## src/rtl/spi_pkg.sv

```systemverilog
// Shared definitions for the SPI responder: byte width, synchronizer depth
// and the DCLK edge decode that maps CPOL/CPHA onto sample/shift strobes.
package spi_pkg;

   localparam int SPI_BYTE_W      = 8;
   localparam int SPI_SYNC_STAGES = 2;

   typedef struct packed {
      logic sample;
      logic shift;
   } spi_edge_t;

   // A DCLK edge that lands away from CPOL is the leading edge, one that lands
   // back on CPOL is the trailing edge. CPHA picks which of the two samples.
   function automatic spi_edge_t spi_edge_decode(
      input logic cpol,
      input logic cpha,
      input logic dclk_lvl,
      input logic dclk_edge
   );
      spi_edge_t d;
      logic      leading;
      logic      trailing;
      leading  = dclk_edge & (dclk_lvl != cpol);
      trailing = dclk_edge & (dclk_lvl == cpol);
      d.sample = cpha ? trailing : leading;
      d.shift  = cpha ? leading  : trailing;
      return d;
   endfunction

endpackage

```

## src/rtl/spi_slave_if.sv

```systemverilog
// Pin and user-side bundle of the SPI responder. The master modport is the
// view of whatever drives the link and feeds tx_data; slave is the responder.
interface spi_slave_if;
   import spi_pkg::*;

   logic                  nCS;
   logic                  DCLK;
   logic                  MOSI;
   logic                  MISO;
   logic                  CPOL;
   logic                  CPHA;
   logic [SPI_BYTE_W-1:0] tx_data;
   logic                  tx_ack;
   logic [SPI_BYTE_W-1:0] rx_data;
   logic                  rx_valid;
   logic                  busy;
   logic                  frame_err;

   modport slave (
      input  nCS, DCLK, MOSI, CPOL, CPHA, tx_data,
      output MISO, tx_ack, rx_data, rx_valid, busy, frame_err
   );

   modport master (
      output nCS, DCLK, MOSI, CPOL, CPHA, tx_data,
      input  MISO, tx_ack, rx_data, rx_valid, busy, frame_err
   );

endinterface

```

## src/rtl/spi_sync_edge.sv

```systemverilog
// Multi-flop synchronizer for an asynchronous pin plus one delay flop for
// rise/fall detection on the synchronized level.
module spi_sync_edge
   import spi_pkg::*;
#(
   parameter logic RST_VAL = 1'b0
) (
   input  logic sys_clk,
   input  logic rst,
   input  logic din,
   output logic sync,
   output logic rise,
   output logic fall
);

   logic [SPI_SYNC_STAGES-1:0] sync_q;
   logic                       dly_q;

   // Synchronizer chain and edge-detect delay flop.
   always_ff @(posedge sys_clk) begin
      if (rst) begin
         sync_q <= {SPI_SYNC_STAGES{RST_VAL}};
         dly_q  <= RST_VAL;
      end else begin
         sync_q <= {sync_q[SPI_SYNC_STAGES-2:0], din};
         dly_q  <= sync_q[SPI_SYNC_STAGES-1];
      end
   end

   assign sync = sync_q[SPI_SYNC_STAGES-1];
   assign rise = sync & ~dly_q;
   assign fall = ~sync & dly_q;

endmodule

```

## src/rtl/spi_slave.sv

```systemverilog
// SPI responder: oversamples nCS/DCLK/MOSI on sys_clk, supports all four
// CPOL/CPHA modes, delivers MSB-first bytes with a one-cycle strobe and shifts
// out user bytes on MISO, back to back within one nCS window.
// Optional build macro: SPI_SLAVE_FRAME_ERR_EN enables the frame_err pulse on
// nCS rising mid-byte; without it frame_err is tied low.
module spi_slave
   import spi_pkg::*;
(
   input  logic       sys_clk,
   input  logic       rst,
   spi_slave_if.slave bus
);

   logic                       ncs_sync;
   logic                       ncs_rise;
   logic                       ncs_fall;
   logic                       dclk_sync;
   logic                       dclk_rise;
   logic                       dclk_fall;
   logic [SPI_SYNC_STAGES-1:0] mosi_q;
   logic                       mosi_sync;

   logic [1:0]                 settle_cnt;
   logic                       armed;

   spi_edge_t                  dclk_dec;
   logic                       spi_active;
   logic                       sample_en;
   logic                       shift_en;
   logic                       last_bit;
   logic                       ncs_start;
   logic                       ncs_stop;

   logic [2:0]                 bit_cnt;
   logic [SPI_BYTE_W-1:0]      rx_shift;
   logic [SPI_BYTE_W-1:0]      tx_shift;
   logic [SPI_BYTE_W-1:0]      rx_data_q;
   logic                       rx_valid_q;
   logic                       tx_ack_q;

   spi_sync_edge #(.RST_VAL(1'b1)) u_ncs_sync (
      .sys_clk (sys_clk),
      .rst     (rst),
      .din     (bus.nCS),
      .sync    (ncs_sync),
      .rise    (ncs_rise),
      .fall    (ncs_fall)
   );

   spi_sync_edge #(.RST_VAL(1'b0)) u_dclk_sync (
      .sys_clk (sys_clk),
      .rst     (rst),
      .din     (bus.DCLK),
      .sync    (dclk_sync),
      .rise    (dclk_rise),
      .fall    (dclk_fall)
   );

   // MOSI only needs a level, so it gets a bare synchronizer with the same
   // depth as DCLK to keep data and clock aligned.
   always_ff @(posedge sys_clk) begin
      if (rst) begin
         mosi_q <= '0;
      end else begin
         mosi_q <= {mosi_q[SPI_SYNC_STAGES-2:0], bus.MOSI};
      end
   end

   assign mosi_sync = mosi_q[SPI_SYNC_STAGES-1];

   // After reset the nCS synchronizer holds its reset level until the pin has
   // propagated through; a down-counter waits that out, and the link only arms
   // once a genuine nCS-high has been seen, so a transfer caught mid-flight by
   // reset is ignored until the next real falling edge.
   always_ff @(posedge sys_clk) begin
      if (rst) begin
         settle_cnt <= 2'(SPI_SYNC_STAGES);
         armed      <= 1'b0;
      end else begin
         if (settle_cnt != 2'd0) begin
            settle_cnt <= settle_cnt - 2'd1;
         end
         if ((settle_cnt == 2'd0) && ncs_sync) begin
            armed <= 1'b1;
         end
      end
   end

   // Edge decode and qualification; the nCS-rise cycle still accepts a DCLK
   // edge so a byte finishing together with nCS rising is not lost.
   always_comb begin
      dclk_dec   = spi_edge_decode(bus.CPOL, bus.CPHA, dclk_sync, dclk_rise | dclk_fall);
      ncs_start  = armed & ncs_fall;
      ncs_stop   = armed & ncs_rise;
      spi_active = armed & ~ncs_fall & (~ncs_sync | ncs_rise);
      sample_en  = spi_active & dclk_dec.sample;
      shift_en   = spi_active & dclk_dec.shift & (bit_cnt != 3'd0);
      last_bit   = sample_en & (bit_cnt == 3'd7);
   end

   // Receive/transmit shifters, bit counter and the byte/ack strobes.
   always_ff @(posedge sys_clk) begin
      if (rst) begin
         bit_cnt    <= 3'd0;
         rx_shift   <= '0;
         tx_shift   <= '0;
         rx_data_q  <= '0;
         rx_valid_q <= 1'b0;
         tx_ack_q   <= 1'b0;
      end else begin
         rx_valid_q <= last_bit;
         tx_ack_q   <= ncs_start | last_bit;

         if (last_bit) begin
            rx_data_q <= {rx_shift[SPI_BYTE_W-2:0], mosi_sync};
         end

         if (ncs_start || ncs_stop) begin
            bit_cnt  <= 3'd0;
            rx_shift <= '0;
         end else if (sample_en) begin
            bit_cnt  <= bit_cnt + 3'd1;
            rx_shift <= {rx_shift[SPI_BYTE_W-2:0], mosi_sync};
         end

         // A shift edge right after a load is suppressed via shift_en so the
         // freshly loaded MSB stays on MISO for the master's next sample.
         if (ncs_start || last_bit) begin
            tx_shift <= bus.tx_data;
         end else if (shift_en) begin
            tx_shift <= {tx_shift[SPI_BYTE_W-2:0], 1'b0};
         end
      end
   end

`ifdef SPI_SLAVE_FRAME_ERR_EN
   logic frame_err_q;

   // Flag nCS rising with a partial byte; a byte completing on that same
   // cycle is a clean end of frame.
   always_ff @(posedge sys_clk) begin
      if (rst) begin
         frame_err_q <= 1'b0;
      end else begin
         frame_err_q <= ncs_stop & (bit_cnt != 3'd0) & ~last_bit;
      end
   end

   assign bus.frame_err = frame_err_q;
`else
   assign bus.frame_err = 1'b0;
`endif

   assign bus.busy     = ~ncs_sync;
   assign bus.MISO     = ~ncs_sync ? tx_shift[SPI_BYTE_W-1] : 1'b0;
   assign bus.rx_data  = rx_data_q;
   assign bus.rx_valid = rx_valid_q;
   assign bus.tx_ack   = tx_ack_q;

endmodule

```

## src/flat_wrapper.sv

```systemverilog
// flat-port wrapper written by rule: the top's interface ports become plain ports
module spi_slave_flat import spi_pkg::*;
  (sys_clk, rst, bus_nCS, bus_DCLK, bus_MOSI, bus_CPOL, bus_CPHA, bus_tx_data, bus_MISO, bus_tx_ack, bus_rx_data, bus_rx_valid, bus_busy, bus_frame_err);
  spi_slave_if bus_i ();
  input  logic sys_clk;
  input  logic rst;
  input wire logic [$bits(bus_i.nCS)-1:0] bus_nCS;
  input wire logic [$bits(bus_i.DCLK)-1:0] bus_DCLK;
  input wire logic [$bits(bus_i.MOSI)-1:0] bus_MOSI;
  input wire logic [$bits(bus_i.CPOL)-1:0] bus_CPOL;
  input wire logic [$bits(bus_i.CPHA)-1:0] bus_CPHA;
  input wire logic [$bits(bus_i.tx_data)-1:0] bus_tx_data;
  output wire logic [$bits(bus_i.MISO)-1:0] bus_MISO;
  output wire logic [$bits(bus_i.tx_ack)-1:0] bus_tx_ack;
  output wire logic [$bits(bus_i.rx_data)-1:0] bus_rx_data;
  output wire logic [$bits(bus_i.rx_valid)-1:0] bus_rx_valid;
  output wire logic [$bits(bus_i.busy)-1:0] bus_busy;
  output wire logic [$bits(bus_i.frame_err)-1:0] bus_frame_err;
  assign bus_i.nCS = bus_nCS;
  assign bus_i.DCLK = bus_DCLK;
  assign bus_i.MOSI = bus_MOSI;
  assign bus_i.CPOL = bus_CPOL;
  assign bus_i.CPHA = bus_CPHA;
  assign bus_i.tx_data = bus_tx_data;
  assign bus_MISO = bus_i.MISO;
  assign bus_tx_ack = bus_i.tx_ack;
  assign bus_rx_data = bus_i.rx_data;
  assign bus_rx_valid = bus_i.rx_valid;
  assign bus_busy = bus_i.busy;
  assign bus_frame_err = bus_i.frame_err;
  spi_slave u_core (.sys_clk(sys_clk), .rst(rst), .bus(bus_i));
endmodule
```

## config.mk

```make
export PLATFORM = sky130hd
export DESIGN_NAME = spi_slave_flat
export DESIGN_NICKNAME = d
export VERILOG_FILES = /design/src/rtl/spi_pkg.sv /design/src/rtl/spi_slave_if.sv /design/src/rtl/spi_sync_edge.sv /design/src/rtl/spi_slave.sv /design/src/flat_wrapper.sv
export SDC_FILE = /design/constraint.sdc
export NUM_CORES = 1
export LEC_CHECK = 0
export CAP_MARGIN = 15
export CORE_MARGIN = 2
export CORE_UTILIZATION = 41
export CTS_BUF_LIST = sky130_fd_sc_hd__clkbuf_4
export CTS_CLUSTER_DIAMETER = 200
export DETAILED_ROUTE_END_ITERATION = 7
export PLACE_DENSITY_LB_ADDON = 0.3
export SLEW_MARGIN = 15
export SYNTH_ARGS = -nofsm -noshare
export SYNTH_HDL_FRONTEND = slang
export SYNTH_HIERARCHICAL = 1
export SYNTH_SLANG_ARGS = --single-unit
```

## constraint.sdc

```tcl
create_clock -name sys_clk -period 2.5 [get_ports sys_clk]
set_input_delay 0.5 -clock sys_clk [delete_from_list [all_inputs] [get_ports sys_clk]]
set_output_delay 0.5 -clock sys_clk [all_outputs]
set_load 0.01 [all_outputs]
```

Yosys cells after proc, flatten, opt, wreduce, memory -nomap -nowiden
Index checks and enable logic that the tools add are counted.
- input bits: 15
- register bits: 39
- bitwise gates (word level): 22
- reduce and logical (&&, ||, !) cells: 8
- equality and inequality tests: 3
- multiplexer cells: 5
- add/subtract/negate cells: 2
- operator list (cell ; count):
    8-bit two-way mux ; 2
    1-bit AND ; 14
    1-bit inverter ; 5
    2-bit nonzero test ; 2
    3-bit by 1-bit adder with 3-bit output, second input constant ; 1
    3-bit equality test, second input constant ; 1
    1-bit two-way mux ; 3
    1-bit OR ; 3
    3-bit nonzero test ; 1
    2-bit logical NOT ; 1
    1-bit logical OR ; 2
    2-bit OR reduction ; 1
    2-bit by 1-bit subtractor with 2-bit output, second input constant ; 1
    1-bit equality test ; 1
    1-bit logical AND ; 1
    1-bit inequality test ; 1

Depth between registers and ports, before layout
Gate-level depths: netlist of the first run.
- depth after elaboration: 9
- mapped depth: 8

Modules after synthesis
Netlist of the first run, hierarchy kept.
- modules (own cells, without submodules) (module ; times used ; cells an instance ; area each (sq um)):
    spi_slave ; 1 ; 155 ; 1520.2
    spi_sync_edge (u_core.u_ncs_sync) ; 1 ; 8 ; 92.6
    spi_sync_edge (u_core.u_dclk_sync) ; 1 ; 8 ; 91.3

Worst setup path after synthesis of the first run
OpenSTA, ideal clock, no wires.
- path type: input to register
- from: in bus_CPOL
- to: reg u_core.tx_shift[6]
- data arrival time: 1781 ps
- slack: 577 ps
- data required time: 2358 ps
- stages on the path: 5
- cells stage by stage: xnor3_2 > o41a_4 > buf_6 > nor2_1 > a311oi_2
- longest elaborated chain between the ends: 7
- elaborated cells on any way between the ends: 13
- those cells by class: eq/ne: 2; mux: 3; bitwise: 6; reduce/logical: 2
- RTL lines (element ; line ; source):
    start: declaration ; flat_wrapper.sv:10 ; input wire logic [$bits(bus_i.CPOL)-1:0] bus_CPOL;
    1-bit inequality test / 1-bit equality test (equally long branches) ; spi_pkg.sv:24, spi_pkg.sv:25 ;
    1-bit AND, on equally long branches ; spi_pkg.sv:24, spi_pkg.sv:25 ;
    1-bit two-way mux ; spi_pkg.sv:26 ; d.sample = cpha ? trailing : leading;
    1-bit AND ; spi_slave.sv:96 ; sample_en = spi_active & dclk_dec.sample;
    1-bit AND ; spi_slave.sv:98 ; last_bit = sample_en & (bit_cnt == 3'd7);
    1-bit logical OR ; spi_slave.sv:128 ; if (ncs_start || last_bit) begin
    8-bit two-way mux / 2-bit nonzero test (equally long branches) ; -- ;
    end signal: assignment ; spi_slave.sv:129 ; tx_shift <= bus.tx_data;
    end signal: assignment ; spi_slave.sv:131 ; tx_shift <= {tx_shift[SPI_BYTE_W-2:0], 1'b0};
    end: declaration ; spi_slave.sv:36 ; logic [SPI_BYTE_W-1:0] tx_shift;
Several ways; a longest one is shown, not always the timed one.
A chain may end at the register's enable or synchronous reset.

Worst setup path after layout of the first run
- from: in bus_CPOL
- to: reg u_core.tx_shift[0]
The elaborated chain is that of the path after synthesis.

==> flow_metrics.py, run 1 <==
metrics = {
    "status": {
        "status": "finished, final reports clean",
    },
    "cells_and_area": {
        "ff_latch_area_um2": 781,
        "multiInputGateArea_um2": 841,
        "drive_gt1_share_pct": 15.4,
        "fillCellCount": 377,
        "final_util_pct": 52.4,
        "synthToLayoutAreaGrowth_pct": 23.1,
        "fin_cells": 251,
        "fin_area_um2": 2100,
        "finalNetCount": 219,
        "num_antenna_cells": 0,
    },
    "timing": {
        "period_minus_slack_ps": 2040,
        "hold_violations": 0,
        "maxSlewViolCount": 0,
        "skew_ps": 12.7,
        "whs_ps": 422,
        "min_period_over_period_pct": 81.5,
        "tightest_slew_ps": 595,
        "setup_ws_ps": 463,
        "setup_viol": 0,
        "rsz0062_at_grt": "no",
        "slew_headroom_pct": 60.1,
        "final.setup.tns_ps": 0,
        "max_freq_mhz": 491,
    },
    "floorplanning": {
        "initial_core_util_pct": 42.6,
        "die_y_um": 68.5,
        "dieArea_um2": 4690,
        "coreArea_um2": 4000,
        "fp.dieW_um": 68.5,
        "fp-row-count": 23,
        "io_pins": 28,
    },
    "logic_synthesis": {
        "synth_xor_area_share_pct": 3.45,
        "synth_top_family_by_area": "simple AND/OR/NAND/NOR gates",
        "synthAdderAreaFrac_pct": 2.94,
        "synth-simple-area-share_pct": 19.0,
        "synth_nets": 190,
        "yosysWarnings": 6,
        "syn_avg_cell_area_um2": 9.97,
        "synth.distinct_cells": 31,
        "synth_compound_area_share_pct": 17.8,
        "yosys_register_bits": 39,
        "seq_area_frac_synth_pct": 45.8,
        "postSynthCellCount": 171,
        "mappedNetlistArea_um2": 1700,
        "muxShareOfSynthArea_pct": 5.87,
    },
    "clock_tree": {
        "numCtsBuffers": 5,
        "cts.sinks": 39,
        "post_cts.repair.setup_buffers": 0,
        "cts_tree": "built",
        "h-tree-depth": 2,
        "holdBufCountCts": 0,
        "clock_path_buffers": 2,
        "cts_resized": 0,
        "clk_latency_ps": 340,
        "path_clk_slew_ps": 120,
        "cts-root-buf": "clkbuf_4",
    },
    "route": {
        "drt_iter0_drc": 71,
        "detail-route-antenna-nets": 0,
        "num_vias": 1263,
        "dr.pass1.iters": 4,
        "drc_errors": 0,
        "routed_wl_mm": 3.01,
        "via_per_inst": 5.03,
        "wl_per_cell_um": 12.0,
    },
    "run": {
        "drv_cap": 0,
    },
    "setup_path": {
        "crit_arrival_ps": 2330,
        "crit_required_ps": 2790,
        "crit_path_cell_trace": "clkdlybuf4s50_1, xnor3_2, o41a_4, nand2b_1, a21oi_1",
        "crit_fanout": 17,
        "slowest_stage": "o41a_4",
        "cp_top_family": "compound AO/OA/AOI/OAI gates",
        "path_class": "in2reg",
        "start_kind": "primary input",
        "crit_buf_inv": 1,
        "reg2reg_slack_ps": 510,
        "crit_path_end_kind": "flop",
        "cp_slowest_stage_delay_ps": 560,
    },
    "grt": {
        "grtUsageTotal_pct": 14.7,
        "grt_pass1_wl_mm": 5.11,
        "overflow": 0,
        "grt_start_max_net_pins": 28,
        "grt_pass1_vias": 1235,
        "antenna_found_initial": 0,
    },
    "placement": {
        "place.detailed.hpwl_mm": 2.21,
        "io_buffers": 26,
        "dp.cells": 243,
        "place_area_um2": 2020,
        "dp_slack_ps": 98.0,
        "routabilityCongestion": 0.773,
    },
    "min_path": {
        "holdCritPathClass": "reg2reg",
    },
    "power_and_ir_drop": {
        "power.total_mw": 1.24,
        "ir_drop_uv": 315,
        "power.leakage_nw": 0.751,
        "cellPowerDensity_nw_per_um2": 590,
    },
}
-- worst reg2reg max path, cell delays in order, from the launching register on --
cell and delay (ps):
dfxtp_1 430, and2b_1 230, nand2b_1 200, or4_1 640, o21ai_0 260, a311oi_2 120
-- synthesized netlist by cell type, drive strengths merged --
cell / instances / area share (%)
a21bo: 8 / 4.7
a21oi: 10 / 2.9
a311oi: 7 / 6.2
and2b: 1 / 0.44
buf: 8 / 3.3
clkbuf: 2 / 0.44
conb: 1 / 0.22
dfxtp: 39 / 46
ha: 4 / 2.9
inv: 5 / 1.1
mux2i: 10 / 5.9
nand2: 3 / 0.66
nand2b: 3 / 1.1
nand3: 15 / 4.4
nor2: 22 / 4.8
nor2b: 11 / 4.0
nor4: 2 / 1.6
o211ai: 1 / 0.44
o21ai: 8 / 2.3
o41a: 1 / 1.2
or2: 4 / 1.5
or4: 1 / 0.44
xnor2: 3 / 1.5
xnor3: 1 / 1.4
xor2: 1 / 0.51
-- layout make-up --
class	count	area share, %
Sequential cell	39	37.2
Clock inverter	3	1.85
Inverter	5	0.895
Timing Repair Buffer	32	15.2
Clock buffer	5	1.79
Multi-Input combinational cell	117	40.1
Tap cell	50	2.98
-- cells in the final DEF, fill, tap and decap left out, types with 3 or more instances in the layout --
master | Yosys | layout
a21bo_2 | 7 | 7
a21oi_1 | 10 | 10
a311oi_2 | 7 | 7
buf_4 | 1 | 5
clkbuf_4 | 0 | 5
clkdlybuf4s50_1 | 0 | 26
dfxtp_1 | 39 | 39
ha_1 | 4 | 4
inv_1 | 5 | 5
mux2i_1 | 10 | 10
nand2_1 | 3 | 3
nand2b_1 | 3 | 3
nand3_1 | 15 | 15
nor2_1 | 22 | 22
nor2b_1 | 11 | 11
o21ai_0 | 3 | 3
o21ai_1 | 5 | 5
or2_1 | 3 | 3
xnor2_1 | 3 | 3
-- sequential cells by signal (all words and copies together), names as in the netlist --
| name | flops |
|---|---|
| u_core/u_dclk_sync/dly_q | 1 |
| u_core/tx_shift | 8 |
| u_core/u_ncs_sync/dly_q | 1 |
| u_core/armed | 1 |
| u_core/u_ncs_sync/sync_q | 2 |
| u_core/bus.tx_ack | 1 |
| u_core/bus.rx_valid | 1 |
| u_core/settle_cnt | 2 |
| u_core/u_dclk_sync/sync_q | 2 |
| u_core/mosi_q | 2 |
| u_core/bit_cnt | 3 |
| u_core/rx_shift | 7 |
| u_core/bus.rx_data | 8 |
-- final timing paths --
check | cells after the start | endpoint | start
hold reg to reg | 1 | u_core/u_ncs_sync/sync_q[1] | u_core/u_ncs_sync/sync_q[0]
hold / removal | 1 | u_core/u_ncs_sync/sync_q[1] | u_core/u_ncs_sync/sync_q[0]
setup / recovery | 5 | u_core/tx_shift[0] | bus_CPOL
setup reg to reg | 5 | u_core/tx_shift[6] | u_core/u_ncs_sync/sync_q[1]
-- cells by family after synthesis --
group | count (synthesis)
buffers and inverters | 15
AND/OR/NAND/NOR | 62
adder cells (fa/ha/maj) | 4
multiplexers | 10
flip-flops | 39
other | 1
XOR/XNOR | 5
AO/OA/AOI/OAI | 35
-- where the power goes --
group          switching, mW  total [mW]  internal (mW)
Clock                  0.203       0.408          0.206
Sequential            0.0191       0.671          0.652
Combinational         0.0786       0.159         0.0801
-- metal layers --
metal | up-vias | part of all wire [%] | global-route usage, %
met1 | 588 | 42 | 16.6
li1 | 647 | - | -
met4 | 0 | 1.9 | 6.75
met3 | 7 | 4.6 | 5.10
met5 | - | 0 | 0
met2 | 21 | 51 | 24.9
No activity file was read; power rests on OpenSTA's default activity.
==> inputs of run 2 (changes only) <==
Clock period 2.5 ns to 2 ns, I/O delays scaled along.
==> run 2 against run 1 <==
Compared with the run above: wire length is 1.8% higher; final area is 0.54% lower; clock skew is 2.4 ps lower; register-to-register slack worse by 280 ps; critical endpoint is now u_core/tx_shift[3]; highest routed layer unchanged; first-iteration DRC count is 24% higher; global-route usage is 0.054 points higher; largest power group unchanged; setup slack worse by 400 ps; critical path type unchanged; final cell count stayed put.
==> flow_metrics.py, run 2 (synthesized netlist as in run 1, its figures left out) <==
metrics = {
    "floorplanning": {
        "io_pins": 28,
        "fp.dieW_um": 68.5,
        "initial_core_util_pct": 42.6,
        "dieArea_um2": 4690,
        "fp-row-count": 23,
        "coreArea_um2": 4000,
        "die_y_um": 68.5,
    },
    "run": {
        "drv_cap": 0,
    },
    "min_path": {
        "holdCritPathClass": "reg2reg",
    },
    "clock_tree": {
        "clock_path_buffers": 2,
        "path_clk_slew_ps": 110,
        "holdBufCountCts": 0,
        "numCtsBuffers": 5,
        "clk_latency_ps": 340,
        "cts_tree": "built",
        "h-tree-depth": 2,
        "cts-root-buf": "clkbuf_4",
        "cts.sinks": 39,
    },
    "timing": {
        "setup_viol": 0,
        "tightest_slew_ps": 611,
        "maxSlewViolCount": 0,
        "period_minus_slack_ps": 1930,
        "min_period_over_period_pct": 96.7,
        "slew_headroom_pct": 59.0,
        "rsz0062_at_grt": "no",
        "max_freq_mhz": 517,
        "skew_ps": 10.3,
        "hold_violations": 0,
        "final.setup.tns_ps": 0,
    },
    "setup_path": {
        "start_kind": "primary input",
        "crit_fanout": 17,
        "crit_required_ps": 2220,
        "crit_path_end_kind": "flop",
        "reg2reg_slack_ps": 230,
        "crit_arrival_ps": 2150,
        "path_class": "in2reg",
    },
    "route": {
        "wl_per_cell_um": 12.2,
        "routed_wl_mm": 3.06,
        "dr.pass1.iters": 4,
        "num_vias": 1273,
        "drc_errors": 0,
        "via_per_inst": 5.07,
        "drt_iter0_drc": 88,
        "detail-route-antenna-nets": 0,
    },
    "cells_and_area": {
        "fin_cells": 251,
        "num_antenna_cells": 0,
        "drive_gt1_share_pct": 16.9,
        "layout_common_cells": "dfxtp_1, clkdlybuf4s50_1, nor2_1",
        "fillCellCount": 388,
        "multiInputGateArea_um2": 845,
        "ff_latch_area_um2": 782,
        "layout_commonest_cell": "dfxtp_1",
        "synthToLayoutAreaGrowth_pct": 22.4,
        "finalNetCount": 221,
    },
    "grt": {
        "grtUsageTotal_pct": 14.8,
        "grt_pass1_vias": 1151,
        "grt_pass1_wl_mm": 5.07,
        "grt_start_max_net_pins": 28,
        "overflow": 0,
        "antenna_found_initial": 0,
    },
    "status": {
        "status": "finished, final reports clean",
    },
    "placement": {
        "place.detailed.hpwl_mm": 2.17,
        "routabilityCongestion": 0.779,
        "dp.cells": 245,
        "io_buffers": 26,
    },
    "power_and_ir_drop": {
        "power.leakage_nw": 0.747,
        "ir_drop_uv": 401,
        "cellPowerDensity_nw_per_um2": 681,
    },
}
[run 2: cell types whose count changed in the layout (fill, tap and decap cells not counted), sizes merged]
cell    before  now
buf          6    8
bufinv       1    0
clkinv       2    0
clkbuf       5    6
[run 2: cell type report]
type                    count  area share (%)
multi-input cells         117            40.5
flip-flops and latches     39            37.5
repair buffers             34            16.0
well taps                  50            3.00
clock buffers               6            2.16
inverters                   5           0.900
[run 2: power by group]
group / internal [mW] / total [mW] / switching, mW
clock network: 0.139 / 0.372 / 0.233
logic: 0.109 / 0.211 / 0.102
registers: 0.815 / 0.838 / 0.0229
total: 1.06 / 1.42 / 0.358
[run 2: final timing paths]
kind              cells past startpoint                        start                           to
setup / recovery                      5                     bus_CPOL           u_core/tx_shift[3]
hold / removal                        1  u_core/u_ncs_sync/sync_q[0]  u_core/u_ncs_sync/sync_q[1]
setup reg to reg                      7  u_core/u_ncs_sync/sync_q[1]           u_core/tx_shift[7]
hold reg to reg                       1  u_core/u_ncs_sync/sync_q[0]  u_core/u_ncs_sync/sync_q[1]
[run 2: what timing repair did]
action | CTS | global route
setup endpoints to repair | 0 | 7
resized for setup | 0 | 3
buffers inserted | 0 | 0
[run 2: critical path, cell delays in order]
cell	delay [ps]
clkdlybuf4s50_1	480
xnor3_2	480
o41a_4	560
nor2_1	170
a311oi_2	60
[run 2: per-layer routing]
| layer | up-vias | share of wire, % | wire length, um | GRT usage (%) |
|---|---|---|---|---|
| li1 | 654 | - | - | - |
| met1 | 593 | 44 | 1350 | 18.0 |
| met2 | 21 | 50 | 1530 | 23.1 |
| met3 | 5 | 4.4 | 135 | 5.43 |
| met4 | 0 | 1.7 | 51 | 6.75 |
| met5 | - | 0 | 0 | 0 |
[run 2: metrics by stage]
| stage | setup slack, ps | util, % | cell area [um2] | power [mW] | hold WS [ps] |
|---|---|---|---|---|---|
| 3_3_place_gp | -258 | 50.9 | 2040 | 1.05 | 391 |
| 6_report | 66.1 | 52.1 | 2090 | 1.42 | 421 |
| 3_5_place_dp | -291 | 50.9 | 2040 | 1.07 | 399 |
| 4_1_cts | 50.4 | 52.0 | 2080 | 1.45 | 428 |
| 5_1_grt | 13.2 | 52.1 | 2090 | 1.51 | 437 |
| 2_1_floorplan | 96.4 | - | 1700 | 0.990 | 383 |
==> inputs of run 3 (changes only) <==
Settings changed: DONT_BUFFER_PORTS set to 1, HOLD_SLACK_MARGIN set to 0.06.
==> run 3 against run 2 <==
Compared with the run above: sequential power about the same; power shrank 0.65%; clock skew rose by 5.4 ps; first-iteration DRC count decreased by 48%; die area did not move; maximum frequency rose by 4.0%; largest cell class unchanged; highest routed layer unchanged; register-to-register slack got worse by 90 ps.
==> flow_metrics.py, run 3 (synthesized netlist as in run 1, its figures left out) <==
metrics = {
    "status": {
        "status": "finished, final reports clean",
    },
    "min_path": {
        "hold_depth": 1,
        "holdCritPathClass": "in2reg",
        "holdPathEnd": "u_core/u_dclk_sync/sync_q[0]",
        "min_from": "rst",
    },
    "floorplanning": {
        "fp.dieW_um": 68.5,
        "io_pins": 28,
        "dieArea_um2": 4690,
        "initial_core_util_pct": 42.6,
        "die_y_um": 68.5,
        "fp-row-count": 23,
        "coreArea_um2": 4000,
    },
    "clock_tree": {
        "path_clk_slew_ps": 120,
        "cts_tree": "built",
        "numCtsBuffers": 5,
        "clock_path_buffers": 2,
        "clk_latency_ps": 350,
        "cts-root-buf": "clkbuf_4",
        "h-tree-depth": 2,
        "cts.sinks": 39,
    },
    "placement": {
        "io_buffers": 0,
        "place.detailed.hpwl_mm": 1.96,
        "place_area_um2": 1750,
        "dp.cells": 215,
        "routabilityCongestion": 0.766,
    },
    "cells_and_area": {
        "layout_commonest_cell": "dfxtp_1",
        "final_util_pct": 45.2,
        "drive_gt1_share_pct": 17.9,
        "fin_cells": 223,
        "layout_common_cells": "dfxtp_1, nor2_1, nand3_1",
        "finalNetCount": 191,
        "fin_area_um2": 1810,
        "num_antenna_cells": 0,
        "synthToLayoutAreaGrowth_pct": 6.02,
    },
    "power_and_ir_drop": {
        "power_frac_comb_pct": 10.9,
        "pwr-share-seq_pct": 59.5,
        "cellPowerDensity_nw_per_um2": 781,
        "ir_drop_uv": 485,
        "switching_share_pct": 25.7,
        "internal_power_mw": 1.05,
        "p_switching_mw": 0.363,
        "clkPwrFrac_pct": 29.6,
        "power.leakage_nw": 0.641,
    },
    "grt": {
        "antenna_found_initial": 0,
        "grtUsageTotal_pct": 14.4,
        "grt_pass1_vias": 1151,
        "grt_pass1_wl_mm": 4.93,
        "grt_start_max_net_pins": 31,
        "overflow": 0,
    },
    "route": {
        "drc_errors": 0,
        "wl_per_cell_um": 13.2,
        "drt_iter0_drc": 46,
        "dr.pass1.iters": 4,
        "num_vias": 1190,
        "via_per_inst": 5.34,
        "routed_wl_mm": 2.95,
        "detail-route-antenna-nets": 0,
    },
    "setup_path": {
        "crit_fanout": 17,
        "reg2reg_from": "u_core/u_dclk_sync/sync_q[1]",
        "worstRegToRegCells": 4,
        "crit_arrival_ps": 2090,
        "r2r-end": "u_core/tx_shift[1]",
        "reg2reg_slack_ps": 140,
        "crit_required_ps": 2230,
        "start_kind": "flop",
        "path_class": "reg2reg",
        "crit_path_end_kind": "flop",
    },
    "timing": {
        "final.setup.tns_ps": 0,
        "period_minus_slack_ps": 1860,
        "max_freq_mhz": 538,
        "hold_violations": 0,
        "tightest_slew_ps": 558,
        "rsz0062_at_grt": "no",
        "min_period_over_period_pct": 93.0,
        "slew_headroom_pct": 62.5,
        "setup_viol": 0,
        "maxSlewViolCount": 0,
        "skew_ps": 15.7,
    },
    "run": {
        "drv_cap": 0,
    },
}
==> run 3: changes by cell type in the layout (fill, tap and decap cells not counted), sizes merged <==
cell,change
clkinv,+1
buf,-4
clkdlybuf4s50,-26
clkbuf,+1
==> run 3: area by class of cell <==
class | instances | area, um2
Clock buffer | 7 | 52.6
Clock inverter | 1 | 5.00
Fill cell | 390 | 2190
Inverter | 5 | 18.8
Multi-Input combinational cell | 117 | 845
Sequential cell | 39 | 781
Tap cell | 50 | 62.6
Timing Repair Buffer | 4 | 42.5
==> run 3: per-layer routing <==
| metal | global-route usage, % | part of all wire (%) | wire length (um) | vias up |
|---|---|---|---|---|
| met5 | 0 | 0 | 0 | - |
| li1 | - | - | - | 596 |
| met3 | 5.92 | 4.9 | 145 | 6 |
| met4 | 6.50 | 1.6 | 47 | 0 |
| met1 | 16.9 | 46 | 1370 | 565 |
| met2 | 22.8 | 47 | 1390 | 23 |
==> run 3: what timing repair did <==
item | 4_1_cts | 5_1_grt
setup endpoints to repair | 0 | 5
hold buffers | 0 | 0
buffers inserted | 0 | 0
resized for setup | 0 | 1
==> run 3: worst max-delay path: stages (launching register included) <==
cell and delay [ps]:
dfxtp_1 440, xnor3_2 480, o41a_4 570, nor2_1 170, a311oi_2 60
==> run 3: power by group through the flow <==
| stage | Clock (mW) | Sequential [mW] | Combinational (mW) |
|---|---|---|---|
| 3_3_place_gp | 0 | 0.853 | 0.144 |
| 5_1_grt | 0.460 | 0.845 | 0.184 |
| 6_report | 0.417 | 0.839 | 0.154 |
| 2_1_floorplan | 0 | 0.849 | 0.141 |
| 4_1_cts | 0.436 | 0.839 | 0.156 |
| 3_5_place_dp | 0 | 0.856 | 0.155 |
==> run 3: per-stage QoR <==
stage | total power, mW | hold slack, ps | worst slack, ps
6_report | 1.41 | 104 | 141
5_1_grt | 1.49 | 71.3 | 28.3
4_1_cts | 1.43 | 84.5 | 73.3
3_5_place_dp | 1.01 | 417 | 102
3_3_place_gp | 0.997 | 391 | 156
2_1_floorplan | 0.990 | 383 | 96.4
==> run 3: worst max-delay path by stage <==
stage / startpoint / to / cells after the start
4_1_cts: u_core/u_ncs_sync/sync_q[1] / u_core/tx_shift[5] / 5
5_1_grt: u_core/u_ncs_sync/sync_q[1] / u_core/tx_shift[5] / 5
3_3_place_gp: u_core/u_ncs_sync/sync_q[1] / u_core/tx_shift[6] / 5
3_5_place_dp: u_core/u_ncs_sync/sync_q[1] / u_core/tx_shift[6] / 5
6_report: u_core/u_dclk_sync/sync_q[1] / u_core/tx_shift[1] / 4
2_1_floorplan: u_core/u_ncs_sync/sync_q[1] / u_core/tx_shift[7] / 5
